<file path="src/rtl/bg_pkg.sv">
// Shared types and default geometry for the scrolling background renderer.
package bg_pkg;
    localparam int BG_ADDR_W  = 18;
    localparam int BG_IDX_W   = 4;
    localparam int DEF_SRC_W  = 500;
    localparam int DEF_SRC_H  = 500;
    localparam int DEF_SCR_W  = 640;
    localparam int DEF_SCR_H  = 480;

    typedef logic [BG_ADDR_W-1:0] addr_t;
    typedef logic [BG_IDX_W-1:0]  idx_t;

    typedef struct packed {
        logic [3:0] r;
        logic [3:0] g;
        logic [3:0] b;
    } rgb_t;
endpackage

</file>
<file path="src/rtl/bg_delay_line.sv">
// Reset-to-zero shift register aligning side-band bits with a fixed-depth pipeline.
// Latency DEPTH cycles; no backpressure, shifts every clock.
module bg_delay_line #(
    parameter int WIDTH = 1,
    parameter int DEPTH = 1
) (
    input  logic             clk_i,
    input  logic             rst_ni,
    input  logic [WIDTH-1:0] d_i,
    output logic [WIDTH-1:0] q_o
);
    logic [WIDTH-1:0] stage_q [DEPTH];

    always_ff @(posedge clk_i or negedge rst_ni) begin
        if (!rst_ni) begin
            for (int i = 0; i < DEPTH; i++) stage_q[i] <= '0;
        end else begin
            stage_q[0] <= d_i;
            for (int i = 1; i < DEPTH; i++) stage_q[i] <= stage_q[i-1];
        end
    end

    assign q_o = stage_q[DEPTH-1];
endmodule

</file>
<file path="src/rtl/scrolling_background.sv">
// Scaled, horizontally scrolling background: DDA maps each pixel to a ROM texel address.
// Latency 2+ROM_LAT cycles pixel-to-RGB; no backpressure, one pixel per vga_clk.
module scrolling_background
    import bg_pkg::*;
#(
    parameter int SRC_W   = DEF_SRC_W,
    parameter int SRC_H   = DEF_SRC_H,
    parameter int SCR_W   = DEF_SCR_W,
    parameter int SCR_H   = DEF_SCR_H,
    parameter int ADDR_W  = BG_ADDR_W,
    parameter int IDX_W   = BG_IDX_W,
    parameter int ROM_LAT = 1,
    parameter int STEP_W  = 4
) (
    input  logic              vga_clk,
    input  logic              reset_n,
    input  logic [9:0]        DrawX,
    input  logic [9:0]        DrawY,
    input  logic              blank,
    input  logic              scroll_en,
    input  logic [STEP_W-1:0] scroll_step,
    output logic [ADDR_W-1:0] rom_address,
    input  logic [IDX_W-1:0]  rom_q,
    output logic [IDX_W-1:0]  pal_index,
    input  logic [3:0]        pal_red,
    input  logic [3:0]        pal_green,
    input  logic [3:0]        pal_blue,
    output logic [3:0]        red,
    output logic [3:0]        green,
    output logic [3:0]        blue,
    output logic [9:0]        scroll_x
);
    localparam int FX_W  = $clog2(SCR_W) + 1;
    localparam int FY_W  = $clog2(SCR_H) + 1;
    localparam int FXS_W = FX_W + 1;
    localparam int FYS_W = FY_W + 1;

    localparam logic [9:0]        SCR_W_X  = 10'(SCR_W);
    localparam logic [9:0]        SCR_H_Y  = 10'(SCR_H);
    localparam logic [9:0]        LAST_X   = 10'(SCR_W - 1);
    localparam logic [9:0]        LAST_SX  = 10'(SRC_W - 1);
    localparam logic [9:0]        LAST_SY  = 10'(SRC_H - 1);
    localparam logic [10:0]       SRC_W_11 = 11'(SRC_W);
    localparam logic [FX_W:0]     FX_ADD   = FXS_W'(SRC_W);
    localparam logic [FX_W:0]     FX_LIM   = FXS_W'(SCR_W);
    localparam logic [FY_W:0]     FY_ADD   = FYS_W'(SRC_H);
    localparam logic [FY_W:0]     FY_LIM   = FYS_W'(SCR_H);
    localparam logic [ADDR_W-1:0] ROW_ADD  = ADDR_W'(SRC_W);

    logic [9:0]        scroll_x_q, scroll_x_d;
    logic [9:0]        src_x_q, src_x_d, src_y_q, src_y_d;
    logic [FX_W-1:0]   fx_q, fx_d;
    logic [FY_W-1:0]   fy_q, fy_d;
    logic [ADDR_W-1:0] row_base_q, row_base_d, addr_q, addr_d;
    logic              synced_q, synced_d;
    rgb_t              rgb_q, rgb_d;

    logic              frame_start, line_start, in_active, line_end;
    logic [10:0]       scroll_sum;
    logic [9:0]        cur_src_x, cur_src_y;
    logic [FX_W-1:0]   cur_fx;
    logic [FY_W-1:0]   cur_fy;
    logic [ADDR_W-1:0] cur_row_base;
    logic [FX_W:0]     fx_sum;
    logic [FY_W:0]     fy_sum;
    logic [1:0]        align_q;

    assign frame_start = (DrawX == 10'd0) && (DrawY == 10'd0);
    assign line_start  = (DrawX == 10'd0);
    assign in_active   = (DrawX < SCR_W_X) && (DrawY < SCR_H_Y);
    assign line_end    = (DrawX == LAST_X) && (DrawY < SCR_H_Y);
    assign scroll_sum  = {1'b0, scroll_x_q} + 11'(scroll_step);

    always_comb begin
        scroll_x_d = scroll_x_q;
        if (frame_start && scroll_en)
            scroll_x_d = (scroll_sum >= SRC_W_11) ? 10'(scroll_sum - SRC_W_11) : scroll_sum[9:0];

        // Start-of-frame/line resets apply to the current pixel, so it uses the fresh values.
        cur_row_base = frame_start ? '0 : row_base_q;
        cur_src_y    = frame_start ? '0 : src_y_q;
        cur_fy       = frame_start ? '0 : fy_q;
        cur_src_x    = line_start ? scroll_x_d : src_x_q;
        cur_fx       = line_start ? '0 : fx_q;
        fx_sum       = {1'b0, cur_fx} + FX_ADD;
        fy_sum       = {1'b0, cur_fy} + FY_ADD;

        src_x_d = src_x_q;
        fx_d    = fx_q;
        addr_d  = addr_q;
        if (in_active) begin
            addr_d  = cur_row_base + ADDR_W'(cur_src_x);
            src_x_d = cur_src_x;
            fx_d    = fx_sum[FX_W-1:0];
            if (fx_sum >= FX_LIM) begin
                fx_d    = FX_W'(fx_sum - FX_LIM);
                src_x_d = (cur_src_x == LAST_SX) ? 10'd0 : cur_src_x + 10'd1;
            end
        end

        src_y_d    = cur_src_y;
        fy_d       = cur_fy;
        row_base_d = cur_row_base;
        if (line_end) begin
            fy_d = fy_sum[FY_W-1:0];
            if (fy_sum >= FY_LIM) begin
                fy_d = FY_W'(fy_sum - FY_LIM);
                if (cur_src_y != LAST_SY) begin
                    src_y_d    = cur_src_y + 10'd1;
                    row_base_d = cur_row_base + ROW_ADD;
                end
            end
        end

        synced_d = synced_q | frame_start;
        rgb_d    = '0;
        if (align_q[1] && align_q[0])
            rgb_d = {pal_red, pal_green, pal_blue};
    end

    always_ff @(posedge vga_clk or negedge reset_n) begin
        if (!reset_n) begin
            scroll_x_q <= '0;
            src_x_q    <= '0;
            src_y_q    <= '0;
            fx_q       <= '0;
            fy_q       <= '0;
            row_base_q <= '0;
            addr_q     <= '0;
            synced_q   <= 1'b0;
            rgb_q      <= '0;
        end else begin
            scroll_x_q <= scroll_x_d;
            src_x_q    <= src_x_d;
            src_y_q    <= src_y_d;
            fx_q       <= fx_d;
            fy_q       <= fy_d;
            row_base_q <= row_base_d;
            addr_q     <= addr_d;
            synced_q   <= synced_d;
            rgb_q      <= rgb_d;
        end
    end

    // blank/synced ride alongside the address register and the ROM stages.
    bg_delay_line #(
        .WIDTH (2),
        .DEPTH (1 + ROM_LAT)
    ) u_align (
        .clk_i  (vga_clk),
        .rst_ni (reset_n),
        .d_i    ({blank, synced_d}),
        .q_o    (align_q)
    );

    assign rom_address = addr_q;
    assign pal_index   = rom_q;
    assign red         = rgb_q.r;
    assign green       = rgb_q.g;
    assign blue        = rgb_q.b;
    assign scroll_x    = scroll_x_q;
endmodule

</file>
<file path="config.mk">
export PLATFORM = sky130hd
export DESIGN_NAME = scrolling_background
export DESIGN_NICKNAME = d
export VERILOG_FILES = /design/src/rtl/bg_pkg.sv /design/src/rtl/bg_delay_line.sv /design/src/rtl/scrolling_background.sv
export SDC_FILE = /design/constraint.sdc
export NUM_CORES = 1
export LEC_CHECK = 0
export ABC_AREA = 1
export CAP_MARGIN = 10
export CORE_UTILIZATION = 40
export DETAILED_ROUTE_END_ITERATION = 16
export PLACE_DENSITY = 0.71
export SLEW_MARGIN = 20
export SYNTH_ARGS = -nofsm -noshare
export SYNTH_HDL_FRONTEND = slang
export SYNTH_SLANG_ARGS = --single-unit
</file>
<file path="constraint.sdc">
create_clock -name vga_clk -period 5.1 [get_ports vga_clk]
set_clock_uncertainty 0.15 [all_clocks]
set_input_delay 1.02 -clock vga_clk [delete_from_list [all_inputs] [get_ports vga_clk]]
set_output_delay 1.02 -clock vga_clk [all_outputs]
set_load 0.02 [all_outputs]
</file>
# After elaboration in Yosys (flattened, before gate mapping)
# Index checks and enable logic that the tools add are counted.
# totals
ff_bits,104
latch_bits,0
ramBits,0
romBits,0
wordCells,58
n_memories,0
# op_classes
n_addsub,10
n_mul,0
div_mod_pow,0
n_lt_le_gt_ge,5
n_eq_ne,3
shift,0
n_mux,19
n_bitwise,1
n_reduce_logical,7
# op_table
operator,n
$mux 10,12
$mux 18,4
$ge 11x9->1 const B,2
$mux 11,2
$add 10x1->10 const B,2
$logic_not 10->1,2
$sub 10x9->10 const B,2
$add 18x10->18,1
$add 18x9->18 const B,1
$add 11x9->12 const B,1
$ge 12x10->1 const B,1
$mux 12,1
$add 10x4->11,1
$add 10x9->11 const B,1
$sub 11x10->11 const B,1
$eq 10x10->1 const B,1
$eq 10x9->1 const B,1
$lt 10x10->1 const B,1
$lt 10x9->1 const B,1
$ne 10x9->1 const B,1
$logic_and 1x1->1,5
$or 1x1->1,1

# Logic depth before layout (Yosys ltp)
# Gate-level depths: netlist (run 1).
# logic_depth
ltp_word,8
ltp_mapped,34
depth_no_buf,34

# Hierarchy
# A second synthesis (run 1) with hierarchy kept.
# unflattened
hier_cells,1058
hier_area_um2,7298.2
# modules_own_cells
module,n_inst,cells_each,area_per_inst_um2
scrolling_background,1,1052,7183.1
bg_delay_line,1,6,115.1

# Worst setup path before layout (run 1)
# Ideal clock, no wire load.
# synth_path
kind,input to register
startpoint,in scroll_step[0]
endpoint,reg addr_q[16] (netlist: rom_address[16])
setup_ps,118
t_arrival_ps,4884
required_time_ps,4832
setup_slack_ps,-51
cell_stages,32
path_buffers,0
cell_sequence,ha_1 inv_1 fa_1 xor2_1 inv_1 ha_1 nor3b_1 nand3_1 nor2_1 nand3_2 nand3_2 nand2_1 nand3_1 nand2_1 nand2_1 nand2_1 ha_1 a21oi_1 o21ai_0 nand2_1 nand2_1 a21oi_1 nor2_1 o21ai_0 nand2_1 nand2_1 nand2_1 a21oi_1 nor2_1 a31o_2 nand3_1 nand2_1
# synth_between
elab_chain_cells,6
# synth_lines
element,line_no,text
from (decl),scrolling_background.sv:21,"input logic [STEP_W-1:0] scroll_step,"
$add 10x4->11 (*),scrolling_background.sv:72,"assign scroll_sum = {1'b0, scroll_x_q} + 11'(scroll_step);"
$sub 10x9->10 or $ge 11x9->1 (tied branches),scrolling_background.sv:77,scroll_x_d = (scroll_sum >= SRC_W_11) ? 10'(scroll_sum - SRC_W_11) : scroll_sum[9:0];
$mux 10 (*),scrolling_background.sv:77,
$mux 10 (*),scrolling_background.sv:76,if (frame_start && scroll_en)
net scroll_x_d[3],scrolling_background.sv:50,"logic [9:0] scroll_x_q, scroll_x_d;"
$mux 10 (*),scrolling_background.sv:83,cur_src_x = line_start ? scroll_x_d : src_x_q;
$add 18x10->18 (*),scrolling_background.sv:92,addr_d = cur_row_base + ADDR_W'(cur_src_x);
to (signal assigned),scrolling_background.sv:139,addr_q <= addr_d;
to (decl),scrolling_background.sv:54,"logic [ADDR_W-1:0] row_base_q, row_base_d, addr_q, addr_d;"
# The timed path passes the listed nets; every way through them passes the cells marked *.
# A chain may end at the register's enable or synchronous reset.

# Worst setup path in the final report (run 1)
# layout_path
startpoint,in scroll_step[3]
endpoint,reg addr_q[10] (netlist: rom_address[10])
# layout_between
elab_chain_cells,6
# layout_lines
element,line_no
$add 10x4->11 (*),scrolling_background.sv:72
$sub 10x9->10 or $ge 11x9->1 (tied branches),scrolling_background.sv:77
$mux 10 (*),scrolling_background.sv:77
$mux 10 (*),scrolling_background.sv:76
$mux 10 (*),scrolling_background.sv:83
$add 18x10->18 (*),scrolling_background.sv:92
# Every way passes the cells marked *; elsewhere a longest branch is shown, timed or not.

==> metrics.cfg, run 1 <==
[worst_setup_path]
crit_start=scroll_step[3]
cpPeakStageDelay_ps=410
reg2reg_from=scroll_x[0]
cp-endpoint=rom_address[10]
cp_data_arrival_time_ps=4880
start_kind=input port
worst-r2r-cell-count=31
rrSetupSlack_ps=680
required_ps=5160
cp_max_fo=5
end_kind=register
crit_top_cell=nand2_1
regToRegEndpoint=rom_address[10]
criticalPathCategory=in -> reg
slowest_stage=clkdlybuf4s50_1

[clocking]
clockBufferDepth=2
clk_pin_slew_ps=70
cts-root-buf=clkbuf_16
clkLatencyLatePin_ps=340
cts_buffers=9
htreeDepth=3
cts_tree=built
cts_num_sinks=99

[die]
core_area_sq_um=17200
fp-row-count=48
start_util_pct=40.7
die_area_sq_um=18100
chipHeight_um=134
die_x_um=134
num_io_pins=88

[synth]
synth_ff_type=dfrtp_1
synth-async-reset-ratio_pct=100
synthCells=1016
synth_seq_cells=99
ys_warn_count=0
synthesis.nets=1087
ys_seq_area_share_pct=35.3
postSynthAreaPerCell_sq_um=6.90
synth.distinct_cells=49
synthesis.area_sq_um=7010
synth-edff-count=0

[sta]
setup_viol=0
worst_hold_slack_ps=200
relSlewSlack_pct=62.0
finalCriticalPeriod_ps=4820
finalMaxSlewViolations=0
period_share_pct=94.6
hold_violations=0
fmax_ghz=0.207
tightest_slew_ps=569

[place]
gp_congestion=0.913
dp_hpwl_um=13300
numPortBuffers=79

[cells_and_area]
final_common_cell=nand2_1
drive_above_1_share_pct=16.0
nets=1229
antennaDiodeCount=0
areaGrowthSynthToFinish_pct=28.2
fin_util_pct=52.2
mostFrequentLayoutCells=nand2_1 (303), inv_1 (135), dfrtp_1 (99)
nFillCells=1663

[global_route]
grt_overflow=0
grt_first_pass_wirelength_um=30100
grt_max_degree=75
antenna_found_initial=0
grt_use_total_pct=20.7
grt_pass1_vias=6369

[drt]
wl_per_cell_um=12.9
wirelength_um=17900
via_per_inst=4.89
vias=6785
antenna_left=0
drtPass1Iterations=5
drc_errors=0
drtIter0Drc=379

[power_and_ir_drop]
power.total_mw=2.49
ir_worst_vdd_uv=174
power.leakage_nw=4.78
power_density_nw_per_um2=277

[run_status]
outcome=finished clean

[min_path]
hp-class=reg -> reg

[job]
cap_violations=0

-- metal layers --
layer | vias up | GRT usage [%] | wire length (um) | share of wire (%)
met3 | 24 | 3.40 | 775 | 4.3
met2 | 163 | 34.8 | 8560 | 48
met4 | 0 | 5.74 | 234 | 1.3
met5 | - | 0 | 0 | 0
li1 | 3477 | - | - | -
met1 | 3121 | 27.5 | 8340 | 47
-- registers in the layout, indices dropped and copies added (netlist names) --
signal,flops
scroll_x,10
blue,4
red,4
rom_address,18
fy_q,8
src_x_q,10
src_y_q,10
u_align.stage_q,2
row_base_q,18
fx_q,9
green,4
u_align.q_o,2
-- synth_stat cells, types with 9 or more instances --
cell type,count,share of area [%]
nand2_1,307,16
inv_1,138,7.4
dfrtp_1,99,35
nor2_1,95,5.1
nand3_1,75,5.4
o21ai_0,51,3.6
xor2_1,40,5.0
ha_1,25,4.5
o21ai_1,24,1.7
nand4_1,19,1.7
nand2_2,16,1.4
clkbuf_1,11,0.59
inv_2,11,0.59
nor3_1,11,0.79
a21oi_1,9,0.64
or2_2,9,0.80
-- worst min-delay path by stage --
stage | start | to | cells after the start
after CTS | u_align.stage_q[3] | u_align.q_o[1] | 0
after global placement | u_align.stage_q[3] | u_align.q_o[1] | 0
after floorplan | u_align.stage_q[3] | u_align.q_o[1] | 0
after global routing | u_align.stage_q[3] | u_align.q_o[1] | 0
after detailed placement | u_align.stage_q[3] | u_align.q_o[1] | 0
final | u_align.stage_q[3] | u_align.q_o[1] | 0
-- logic make-up (layout without fill, tap and decap cells) --
family                   after synthesis  in the layout  synth area share [%]
AND/OR/NAND/NOR                      566            566                  35.6
buffers and inverters                177            324                  10.2
AO/OA/AOI/OAI                        100            100                  7.82
flip-flops                            99             99                  35.3
XOR/XNOR                              47             47                  5.98
adder cells (fa/ha/maj)               27             27                  5.03
-- metrics by stage --
stage | cells | setup TNS (ps) | instance area [sq um] | worst slack, ps
5_1_grt | 1388 | -45.3 | 8990 | -24.5
6_report | 1388 | 0 | 8990 | 276
3_3_place_gp | 1361 | -3330 | 8460 | -432
3_5_place_dp | 1361 | -5690 | 8460 | -643
2_1_floorplan | 1016 | 0 | 7030 | 20.7
4_1_cts | 1384 | 0 | 8850 | 66.8
-- timing repair --
item / in CTS / in global routing
pin swaps: 9 / 17
endpoints found under the setup margin: 8 / 10
hold buffers: 0 / 0
resized for setup: 17 / 26
setup buffers: 7 / 3
hold endpoints to repair: 0 / 0
-- area by class of cell --
cell class	count	area, sq um	area share [%]
clock buffer	9	225	2.51
multi-input combinational	740	3980	44.3
tap	225	282	3.13
sequential	99	2480	27.6
clock inverter	7	58.8	0.654
inverter	151	569	6.33
timing repair buffer	157	1400	15.5
-- worst max-delay path, delay by kind of cell --
family                   cells  cell delay (ps)
AO/OA/AOI/OAI                5              620
adder cells (fa/ha/maj)      3              710
AND/OR/NAND/NOR             17             1490
XOR/XNOR                     1              140
buffers and inverters        6              900
-- power breakdown --
part / switching, mW / internal [mW]
registers: 0.0473 / 0.867
clock network: 0.323 / 0.340
logic: 0.535 / 0.380
(Power assumes the default switching activity.)
==> inputs of run 2 (changes only) <==
--- a/config.mk
+++ b/config.mk
@@ -6,10 +6,12 @@
 export NUM_CORES = 1
 export LEC_CHECK = 0
 export ABC_AREA = 1
+export ABC_CLOCK_PERIOD_IN_PS = 4650
 export CAP_MARGIN = 10
 export CORE_UTILIZATION = 40
 export DETAILED_ROUTE_END_ITERATION = 16
 export PLACE_DENSITY = 0.71
+export SKIP_LAST_GASP = 1
 export SLEW_MARGIN = 20
 export SYNTH_ARGS = -nofsm -noshare
 export SYNTH_HDL_FRONTEND = slang
==> constraint.sdc (replaced) <==
create_clock -name vga_clk -period 4.65 [get_ports vga_clk]
set_clock_uncertainty 0.15 [all_clocks]
set_input_delay 0.93 -clock vga_clk [delete_from_list [all_inputs] [get_ports vga_clk]]
set_output_delay 0.93 -clock vga_clk [all_outputs]
set_load 0.02 [all_outputs]
==> run 2 against run 1 <==
Against the previous run: the flow now finishes with violations (negative setup slack); final area is 2.3% higher; cell count up 1.4%; worst setup slack lost 310 ps; clock-buffer cell count is the same; die area stayed put; via count rose by 2.2%; register-to-register slack lost 520 ps; non-clock buffer count is 19 higher; combinational power is 15% higher; power increased by 14%; wire length fell by 0.11%; critical path type unchanged; largest power group unchanged; highest routed layer unchanged.
==> metrics.cfg, run 2 (same netlist as run 1, synthesis figures left out) <==
[place]
gp_congestion=0.905  ; was 0.913
numPortBuffers=79  ; unchanged
dp_hpwl_um=13200  ; was 13,300 um
dp_cells=1373  ; was 1,361

[drt]
wirelength_um=17900  ; about the same
drtIter0Drc=443  ; was 379
drc_errors=0  ; unchanged
wl_per_cell_um=12.7  ; was 12.9 um
vias=6931  ; was 6,785
antenna_left=0  ; unchanged
drtPass1Iterations=5  ; unchanged
via_per_inst=4.93  ; was 4.89

[sta]
tightest_slew_ps=521  ; was 569 ps
tns_ps=-31.0  ; was 0 ps
finalMaxSlewViolations=0  ; unchanged
rsz0062_at_grt=true
timing.final.ws_setup_ps=-31.0  ; was 276 ps
period_share_pct=101
worst_hold_slack_ps=214  ; was 200 ps
fmax_ghz=0.214
setup_viol=1  ; was 0
finalCriticalPeriod_ps=4680
hold_violations=0  ; unchanged
relSlewSlack_pct=65.2  ; was 62.0%

[worst_setup_path]
cpPeakStageDelay_ps=350  ; was 410 ps
crit_family=buffers and inverters  ; was simple AND/OR/NAND/NOR gates
start_kind=input port  ; unchanged
reg2reg_from=scroll_x[0]  ; unchanged
cp_data_arrival_time_ps=4780  ; was 4880 ps
crit_buf_inv=11  ; was 6
path_depth=34  ; was 32
crit_start=scroll_step[0]  ; was scroll_step[3]
required_ps=4750  ; was 5160 ps
end_kind=register  ; unchanged
worst-r2r-cell-count=33  ; was 31
crit_top_cell=buf_4  ; was nand2_1
rrSetupSlack_ps=160  ; was 680 ps
regToRegEndpoint=rom_address[16]  ; was rom_address[10]
cp_max_fo=5  ; unchanged
cp-endpoint=rom_address[16]  ; was rom_address[10]
slowest_stage=fa_2  ; was clkdlybuf4s50_1
criticalPathCategory=in -> reg  ; unchanged

[power_and_ir_drop]
seqPwrFrac_pct=35.4  ; was 36.7%
p_int_mw=1.80  ; was 1.59 mW
power_frac_comb_pct=37.2  ; was 36.7%
ir_worst_vdd_uv=179  ; was 174 uV
power.leakage_nw=4.87  ; was 4.78 nW
switching_share_pct=36.6  ; was 36.3%
p_sw_mw=1.04  ; was 0.905 mW
power_density_nw_per_um2=308  ; was 277 nW/um^2
clkPwrFrac_pct=27.4  ; was 26.6%

[clocking]
cts_tree=built  ; unchanged
cts_buffers=9  ; unchanged
cts_num_sinks=99  ; unchanged
cts-root-buf=clkbuf_16  ; unchanged
ctsHoldBuffers=0  ; unchanged
clockBufferDepth=2  ; unchanged
clkLatencyLatePin_ps=360  ; was 340 ps
clk_pin_slew_ps=80  ; was 70 ps
htreeDepth=3  ; unchanged

[die]
num_io_pins=88  ; unchanged
die_x_um=134  ; unchanged
chipHeight_um=134  ; unchanged
fp-row-count=48  ; unchanged
core_area_sq_um=17200  ; unchanged
die_area_sq_um=18100  ; unchanged
start_util_pct=40.7  ; unchanged

[global_route]
grt_pass1_vias=6454  ; was 6,369
antenna_found_initial=0  ; unchanged
grt_use_total_pct=20.6  ; was 20.7%
grt_first_pass_wirelength_um=30000  ; was 30,100 um
grt_overflow=0  ; unchanged
grt_max_degree=50  ; was 75

[cells_and_area]
final_common_cell=nand2_1  ; unchanged
stdcell_count=1407  ; was 1,388
nets=1248  ; was 1,229
areaGrowthSynthToFinish_pct=31.2  ; was 28.2%
mostFrequentLayoutCells=nand2_1 (296), inv_1 (135), dfrtp_1 (99)  ; was nand2_1 (303), inv_1 (135), dfrtp_1 (99)
drive_above_1_share_pct=18.4  ; was 16.0%
antennaDiodeCount=0  ; unchanged

[run_status]
outcome=complete, but fails checks  ; was finished clean
violations=negative setup slack

[min_path]
hp-class=reg -> reg  ; unchanged

[job]
cap_violations=0  ; unchanged

run 2: changes by cell type in the layout (fill, tap and decap cells not counted), moves of 3 or more:
cell     delta
ha_2        -3
ha_4        +4
buf_4      +21
nand2_1     -7
nand2_2     +7
run 2: power by group through the flow:
stage | Combinational (mW) | Sequential [mW] | Clock, mW
finish | 1.05 | 1.01 | 0.777
global route | 1.20 | 1.02 | 0.825
CTS | 1.05 | 1.00 | 0.792
detailed placement | 1.03 | 1.02 | 0
global placement | 1.01 | 1.02 | 0
floorplan | 0.658 | 1.04 | 0
run 2: routing by layer:
metal	global-route usage, %	vias to the layer above	wire length, um
met5	0	-	0
met4	5.87	0	291
met3	3.63	29	693
met2	34.9	165	8630
met1	26.8	3217	8270
li1	-	3520	-
run 2: repair_timing:
action                     in CTS  in global routing
gates resized for setup        14                 32
pin swaps                      20                 32
setup endpoints to repair      10                 11
setup buffers                  12                  6
run 2: layout make-up:
type / count / area, sq um
fillers: 1631 / 8040
multi-input cells: 740 / 4060
flip-flops and latches: 99 / 2480
repair buffers: 176 / 1510
inverters: 151 / 569
well taps: 225 / 282
clock buffers: 9 / 225
clock inverters: 7 / 81.3
run 2: per-stage QoR:
step	area [sq um]	worst slack (ps)	total power, mW	utilization (%)
2_1_floorplan	7100	-14.8	1.70	-
3_3_place_gp	8620	-591	2.02	50.0
3_5_place_dp	8620	-766	2.05	50.0
4_1_cts	9070	0.502	2.84	52.6
5_1_grt	9200	-314	3.04	53.4
6_report	9200	-31.0	2.84	53.4
run 2: worst min-delay path by stage:
stage                                   from             end  slack, ps  cells past startpoint
after global placement    u_align.stage_q[3]  u_align.q_o[1]        190                      0
after detailed placement  u_align.stage_q[3]  u_align.q_o[1]        190                      0
after floorplan           u_align.stage_q[3]  u_align.q_o[1]        180                      0
after CTS                 u_align.stage_q[3]  u_align.q_o[1]        210                      0
after global routing      u_align.stage_q[3]  u_align.q_o[1]        230                      0
final                     u_align.stage_q[3]  u_align.q_o[1]        210                      0
==> inputs of run 3 (changes only) <==
--- a/config.mk
+++ b/config.mk
@@ -10,6 +10,7 @@
 export CAP_MARGIN = 10
 export CORE_UTILIZATION = 40
 export DETAILED_ROUTE_END_ITERATION = 16
+export GPL_TIMING_DRIVEN = 0
 export PLACE_DENSITY = 0.71
 export SKIP_LAST_GASP = 1
 export SLEW_MARGIN = 20
==> run 3 against run 2 <==
Against the previous run: the run still ends with negative setup slack left; hold slack worse by 13 ps; critical path depth down 2; clock-buffer cell count unchanged; wire length increased by 7.3%; combinational power is essentially flat; non-clock buffer count decreased by 8; critical endpoint unchanged.
==> metrics.cfg, run 3 (same netlist as run 1, synthesis figures left out) <==
[run_status]
outcome=complete, but fails checks  ; unchanged
violations=negative setup slack  ; unchanged

[drt]
vias=6987  ; was 6,931
wl_per_cell_um=13.7  ; was 12.7 um
via_per_inst=4.99  ; was 4.93
drc_errors=0  ; unchanged
drtIter0Drc=439  ; was 443
antenna_left=0  ; unchanged
wirelength_um=19200  ; was 17,900 um
drtPass1Iterations=5  ; unchanged

[die]
start_util_pct=40.7  ; unchanged
die_area_sq_um=18100  ; unchanged
core_area_sq_um=17200  ; unchanged
num_io_pins=88  ; unchanged
fp-row-count=48  ; unchanged
chipHeight_um=134  ; unchanged
die_x_um=134  ; unchanged

[cells_and_area]
drive_above_1_share_pct=19.9  ; was 18.4%
multi_input_area_sq_um=4280  ; was 4060 sq um
antennaDiodeCount=0  ; unchanged
areaGrowthSynthToFinish_pct=33.6  ; was 31.2%
final_common_cell=nand2_1  ; unchanged
fin_util_pct=54.4  ; was 53.4%
nets=1240  ; was 1,248
register_area_sq_um=2480  ; unchanged
mostFrequentLayoutCells=nand2_1 (284), inv_1 (131), dfrtp_1 (99)  ; was nand2_1 (296), inv_1 (135), dfrtp_1 (99)
nFillCells=1602  ; was 1,631

[sta]
setup_viol=4  ; was 1
relSlewSlack_pct=51.3  ; was 65.2%
hold_violations=0  ; unchanged
finalMaxSlewViolations=0  ; unchanged
fmax_ghz=0.211  ; was 0.214 GHz
period_share_pct=102  ; was 101%
timing.final.ws_setup_ps=-97.4  ; was -31.0 ps
rsz0062_at_grt=true  ; unchanged
tns_ps=-196  ; was -31.0 ps
worst_hold_slack_ps=201  ; was 214 ps
finalCriticalPeriod_ps=4750  ; was 4680 ps
tightest_slew_ps=724  ; was 521 ps

[global_route]
grt_pass1_vias=6600  ; was 6,454
antenna_found_initial=0  ; unchanged
grt_first_pass_wirelength_um=31000  ; was 30,000 um
grt_max_degree=79  ; was 50
grt_overflow=0  ; unchanged
grt_use_total_pct=21.6  ; was 20.6%

[worst_setup_path]
start_kind=input port  ; unchanged
end_kind=register  ; unchanged
slowest_stage=fa_2  ; unchanged
cp_data_arrival_time_ps=4850  ; was 4780 ps
criticalPathCategory=in -> reg  ; unchanged
cpPeakStageDelay_ps=360  ; was 350 ps
required_ps=4750  ; about the same
crit_top_cell=nand2_2  ; was buf_4
cp_max_fo=5  ; unchanged

[clocking]
cts_buffers=9  ; unchanged
cts-root-buf=clkbuf_16  ; unchanged
cts_tree=built  ; unchanged
clkLatencyLatePin_ps=370  ; was 360 ps
cts_num_sinks=99  ; unchanged
clk_pin_slew_ps=70  ; was 80 ps
clockBufferDepth=2  ; unchanged
htreeDepth=3  ; unchanged
ctsHoldBuffers=0  ; unchanged

[power_and_ir_drop]
power.leakage_nw=4.83  ; was 4.87 nW
power.total_mw=2.82  ; was 2.84 mW
ir_worst_vdd_uv=192  ; was 179 uV
power_density_nw_per_um2=301  ; was 308 nW/um^2

[place]
dp_hpwl_um=13300  ; was 13,200 um
gp_congestion=0.884  ; was 0.905
pre_cts_ws_ps=-1250  ; was -766 ps
numPortBuffers=83  ; was 79

[job]
cap_violations=0  ; unchanged

[min_path]
hp-class=reg -> reg  ; unchanged

[run 3: stage by stage]
step	instance area [sq um]	cells
6_report	9370	1399
3_5_place_dp	8240	1325
5_1_grt	9370	1399
4_1_cts	9000	1382
2_1_floorplan	7100	1016
3_3_place_gp	8210	1324
[run 3: layer usage]
metal | wire length (um) | part of all wire [%] | global-route usage, %
met4 | 599 | 3.1 | 9.11
met5 | 0 | 0 | 0
met2 | 9460 | 49 | 37.6
met1 | 8300 | 43 | 26.7
met3 | 832 | 4.3 | 3.21
[run 3: what timing repair did]
action,4_1_cts,5_1_grt
setup buffers,41,21
endpoints found under the setup margin,13,20
resized for setup,53,69
pin swaps,38,53
[run 3: final timing paths]
| kind | from | endpoint | slack (ps) | depth (start not counted) |
|---|---|---|---|---|
| setup reg to reg | scroll_x[0] | rom_address[16] | 70 | 31 |
| hold / removal | u_align.stage_q[3] | u_align.q_o[1] | 200 | 0 |
| setup / recovery | scroll_step[0] | rom_address[16] | -100 | 32 |
| hold reg to reg | u_align.stage_q[3] | u_align.q_o[1] | 200 | 0 |
| min in group asynchronous | reset_n | src_y_q[3] | 250 | 1 |
| max in group asynchronous | reset_n | rom_address[6] | 3450 | 2 |
[run 3: critical path, delay by kind of cell]
family          cells  cell delay, ps
buf+inv             3             180
fa+ha+maj           4             830
xor+xnor            1             170
simple gates       18            1770
compound gates      6             940
[run 3: area by class of cell]
type,instances,share of cell area (%)
clock buffer,9,2.40
sequential,99,26.4
clock inverter,7,0.721
inverter,151,6.21
tap,225,3.00
buffer,26,1.68
multi-input combinational,740,45.6
timing repair buffer,142,13.9
[run 3: report_power, final]
group          internal, mW  switching (mW)
logic                 0.440           0.620
registers             0.950          0.0529
clock network         0.377           0.381
total                  1.77            1.05
